## src/rtl/xf_load_sequencer.sv

```systemverilog
// Turns CP "load XF" commands into single-word XF register writes at incrementing addresses.
// Bursts that would leave their 4 KiB XF region are drained from the FIFO and flagged with err.
module xf_load_sequencer #(
  parameter int unsigned LEN_W  = 4,
  parameter int unsigned DATA_W = 32
) (
  input  logic              clk,
  input  logic              resetn,
  input  logic              cmd_valid,
  output logic              cmd_ready,
  input  logic [15:0]       cmd_addr,
  input  logic [LEN_W-1:0]  cmd_len,
  input  logic              data_valid,
  output logic              data_ready,
  input  logic [DATA_W-1:0] data_in,
  input  logic              abort,
  input  logic              xf_busy,
  output logic [15:0]       CPAddr,
  output logic              CPWrite,
  output logic [DATA_W-1:0] CPWriteData,
  output logic              busy,
  output logic              done,
  output logic              err
);

  typedef enum logic [1:0] {StIdle, StLoad, StDiscard} state_e;

  state_e              r_state, w_state_d;
  logic [15:0]         r_cur_addr, w_cur_addr_d;
  logic [LEN_W-1:0]    r_remaining, w_remaining_d;
  logic [15:0]         r_cpaddr;
  logic                r_cpwrite;
  logic [DATA_W-1:0]   r_cpdata;
  logic                r_done, r_err;
  logic [16:0]         w_end;
  logic                w_region_bad;
  logic                w_cmd_fire, w_data_fire;
  logic                w_write, w_done_d, w_err_d;

  // 17-bit end address so a wrap past 0xFFFF is caught as well as a region change.
  assign w_end        = {1'b0, cmd_addr} + 17'(cmd_len);
  assign w_region_bad = w_end[16] | (w_end[15:12] != cmd_addr[15:12]);

  always_comb begin
    cmd_ready  = 1'b0;
    data_ready = 1'b0;
    unique case (r_state)
      StIdle:    cmd_ready  = 1'b1;
      StLoad:    data_ready = ~xf_busy & ~abort;
      StDiscard: data_ready = ~abort;
      default:   cmd_ready  = 1'b0;
    endcase
  end

  assign w_cmd_fire  = cmd_valid & cmd_ready;
  assign w_data_fire = data_valid & data_ready;

  always_comb begin
    w_state_d     = r_state;
    w_cur_addr_d  = r_cur_addr;
    w_remaining_d = r_remaining;
    w_write       = 1'b0;
    w_done_d      = 1'b0;
    w_err_d       = 1'b0;
    unique case (r_state)
      StIdle: begin
        if (w_cmd_fire) begin
          w_cur_addr_d  = cmd_addr;
          w_remaining_d = cmd_len;
          w_state_d     = w_region_bad ? StDiscard : StLoad;
        end
      end
      StLoad: begin
        if (abort) begin
          w_state_d = StIdle;
        end else if (w_data_fire) begin
          w_write       = 1'b1;
          w_cur_addr_d  = r_cur_addr + 16'd1;
          w_remaining_d = r_remaining - 1'b1;
          if (r_remaining == '0) begin
            w_done_d  = 1'b1;
            w_state_d = StIdle;
          end
        end
      end
      StDiscard: begin
        if (abort) begin
          w_state_d = StIdle;
        end else if (w_data_fire) begin
          w_remaining_d = r_remaining - 1'b1;
          if (r_remaining == '0) begin
            w_err_d   = 1'b1;
            w_state_d = StIdle;
          end
        end
      end
      default: w_state_d = StIdle;
    endcase
  end

  always_ff @(posedge clk or negedge resetn) begin
    if (!resetn) begin
      r_state     <= StIdle;
      r_cur_addr  <= '0;
      r_remaining <= '0;
      r_cpaddr    <= '0;
      r_cpwrite   <= 1'b0;
      r_cpdata    <= '0;
      r_done      <= 1'b0;
      r_err       <= 1'b0;
    end else begin
      r_state     <= w_state_d;
      r_cur_addr  <= w_cur_addr_d;
      r_remaining <= w_remaining_d;
      r_cpwrite   <= w_write;
      r_done      <= w_done_d;
      r_err       <= w_err_d;
      // Address and data hold their last values between writes.
      if (w_write) begin
        r_cpaddr <= r_cur_addr;
        r_cpdata <= data_in;
      end
    end
  end

  assign CPAddr      = r_cpaddr;
  assign CPWrite     = r_cpwrite;
  assign CPWriteData = r_cpdata;
  assign done        = r_done;
  assign err         = r_err;
  assign busy        = (r_state != StIdle);

endmodule
```

## config.mk

```make
export PLATFORM = sky130hd
export DESIGN_NAME = xf_load_sequencer
export DESIGN_NICKNAME = d
export VERILOG_FILES = /design/src/rtl/xf_load_sequencer.sv
export SDC_FILE = /design/constraint.sdc
export NUM_CORES = 1
export LEC_CHECK = 0
export BUFFER_PORTS_ARGS = -buffer_cell sky130_fd_sc_hd__buf_2
export CORE_UTILIZATION = 35
export CTS_CLUSTER_DIAMETER = 40
export CTS_CLUSTER_SIZE = 25
export DETAILED_ROUTE_END_ITERATION = 6
export HOLD_SLACK_MARGIN = 0.02
export PLACE_DENSITY = 0.58
export SYNTH_ARGS = -nofsm -noshare
export SYNTH_HDL_FRONTEND = slang
export SYNTH_SLANG_ARGS = --single-unit
```

## constraint.sdc

```tcl
create_clock -name clk -period 3.6 [get_ports clk]
set_input_delay 0.72 -clock clk [delete_from_list [all_inputs] [get_ports clk]]
set_output_delay 0.72 -clock clk [all_outputs]
set_load 0.01 [all_outputs]
```

==> results.ini <==
[run_status]
outcome=finished clean

[timing]
fmax_mhz=403
fin_ws_ps=1120
maxSlewViolCount=0
rsz0062_at_grt=no
setup_violations=0
fin_crit_sh_pct=68.9
tightest_slew_ps=940
holdWs_ps=471
period_needed_ps=2480
hold_viol=0
setup_tns_ps=0
skew_ps=12.3
maxSlewHeadroom_pct=37.3

[clocking]
ctsHtreeMaxLevel=3
clkLatencyLatePin_ps=350
post_cts_buffers=0
cts_hold_buf=0
post_cts_resized=0
cts_buffers=9
clkSinkCount=73
cts_tree=built
clock_path_buffers=2
path_clk_slew_ps=80
cts-root-buf=clkbuf_8

[worst_hold_path]
hold_class=flip-flop to flip-flop
hold_start=CPAddr[1]

[synth]
yosys.cell_types.count=44
yosysWarnings=0
ys_async_sr_fraction_pct=100
syn_inst=404
syn_nets=470
synth-edff-count=0
syn_area_per_cell_um2=8.85
ys_seq_area_share_pct=51.1
ys_ff_latch=73
synth-main-ff-cell=dfrtp_1
syn-cell-area_um2=3570

[power]
p_int_mw=2.16
p_sw_share_pct=39.8
combPwrFrac_pct=39.5
ir_drop_mv=0.382
power_leakage_nw=2.38
switchingPower_mw=1.43
clkPwrFrac_pct=20.4
sequentialPowerShare_pct=40.1
power_mw=3.59
power_density_nw_per_um2=811

[cells_and_area]
antenna_cells=0
area_growth_pct=24.0
drive_above_1_share_pct=27.7
num-fill-cells=1038
final_cells=645
final_net_count=573

[route]
firstDrtPassIters=5
vias=3180
wirelength_mm=9.05
drc=0
vias_per_cell=4.93
antenna_left=0
wl_per_cell_um=14.0
drtIter0Drc=161

[floorplan]
dieArea_um2=10600
core_um2=9820
die_w_um=103
start_util_pct=36.4
ios=112
rows=36
dieHeight_um=103

[critical_path]
cp-start-kind=flip-flop
worst-setup-path-type=flip-flop to flip-flop
r2r-start=r_state[1]
cp_max_fo=21
endpoint_kind=flip-flop
cp.arrival_ps=2750
worstSetupStartpoint=r_state[1]
worst-endpoint-required_ps=3880

[placement]
io_buffers=111
post-place-ws_ps=1090
placedCellCount=629
place_hpwl_mm=6.17
gp_congestion=0.843

[global_routing]
grt_start_max_net_pins=74
grt_pass1_wl_mm=14.5
grt_pass1_vias=2996
antenna_found_initial=0
grtUsageTotal_pct=17.9
grt_overflow=0

[run]
drv_cap=0

worst max-delay path: stages, from the launching register on:
cell and delay (ps):
dfrtp_1 370, inv_1 70, ha_1 450, and3b_1 360, nand3_2 110, inv_1 540
buf_4 360, nand2_1 80, nand2_1 60
power groups by stage:
stage                     sequential, mW  clock [mW]  combinational (mW)
after floorplan                     1.49           0               0.902
after global placement              1.45           0                1.39
after detailed placement            1.46           0                1.43
after CTS                           1.44       0.752                1.43
after global routing                1.50       0.781                1.62
final                               1.44       0.733                1.42
cell families (layout without fill, tap and decap cells):
| family | after synthesis | after routing | synth area share [%] |
|---|---|---|---|
| simple gates | 213 | 213 | 26.4 |
| compound gates | 59 | 59 | 10.6 |
| buf+inv | 37 | 145 | 4.90 |
| fa+ha+maj | 8 | 8 | 2.80 |
| flops | 73 | 73 | 51.1 |
| mux | 14 | 14 | 4.17 |
layer usage:
metal	part of all wire (%)	up-vias	wire length [um]	GRT usage [%]
li1	-	1569	-	-
met1	48	1504	4380	24.3
met2	45	99	4040	28.5
met3	5.8	8	529	3.32
met4	1.0	0	91	6.61
met5	0	-	0	0
cells in the mapped netlist (3+ instances only):
| master | number | area share, % |
|---|---|---|
| a211oi_1 | 3 | 0.63 |
| a21oi_1 | 19 | 2.7 |
| a31oi_1 | 5 | 0.88 |
| and3_1 | 3 | 0.53 |
| buf_2 | 8 | 1.1 |
| buf_4 | 3 | 0.63 |
| clkbuf_1 | 10 | 1.1 |
| dfrtp_1 | 73 | 51 |
| ha_1 | 8 | 2.8 |
| inv_1 | 14 | 1.5 |
| mux2_2 | 3 | 0.94 |
| mux2i_1 | 10 | 2.8 |
| nand2_1 | 152 | 16 |
| nand2b_1 | 5 | 0.88 |
| nand3_1 | 5 | 0.70 |
| nand4_1 | 11 | 1.9 |
| nor2_1 | 12 | 1.3 |
| nor2b_1 | 3 | 0.53 |
| nor3_1 | 8 | 1.1 |
| nor4_1 | 3 | 0.53 |
| o21ai_0 | 8 | 1.1 |
| o22ai_1 | 13 | 2.3 |
flip-flops by register name, indices dropped and copies added, names as in the netlist:
signal	count
CPWriteData	32
CPAddr	16
r_cur_addr	16
r_remaining	4
r_state	2
CPWrite	1
done	1
err	1
final cells by class:
class	instances	area (um2)	area share [%]
clock buffer	11	141	3.19
sequential	73	1830	41.2
tap	133	166	3.75
clock inverter	5	78.8	1.78
multi-input combinational	294	1580	35.6
timing repair buffer	115	588	13.3
inverter	14	52.6	1.19
placed cells by master (no fill, tap or decap), types with 2 or more instances in the layout:
cell and count:
nand2_1 152, buf_2 110, dfrtp_1 73, a21oi_1 19, inv_1 14, o22ai_1 13, nor2_1 12, nand4_1 11
mux2i_1 10, clkbuf_8 10, nor3_1 8, o21ai_0 8, ha_1 8, nand2b_1 5, a31oi_1 5, buf_4 5
nand3_1 4, nor2b_1 3, and3_1 3, a211oi_1 3, mux2_2 3, nor4_1 3, nor3b_1 2, or3_1 2
bufinv_16 2, clkinv_2 2
metrics by stage:
stage,area [um2],utilization (%)
2_1_floorplan,3570,-
3_3_place_gp,4210,42.9
3_5_place_dp,4210,42.9
4_1_cts,4430,45.1
5_1_grt,4430,45.1
6_report,4430,45.1
path summary, 6_finish.rpt:
check / end / slack, ps / cells after the start
worst min register to register: CPAddr[1] / 470 / 2
worst max-delay path: CPWriteData[23] / 1120 / 8
max in group asynchronous: r_cur_addr[6] / 2480 / 1
worst min-delay path: CPAddr[1] / 470 / 2
worst max register to register: CPWriteData[23] / 1120 / 8
min in group asynchronous: CPWriteData[8] / 510 / 1
Note: power is estimated with default switching activity, not from simulation.
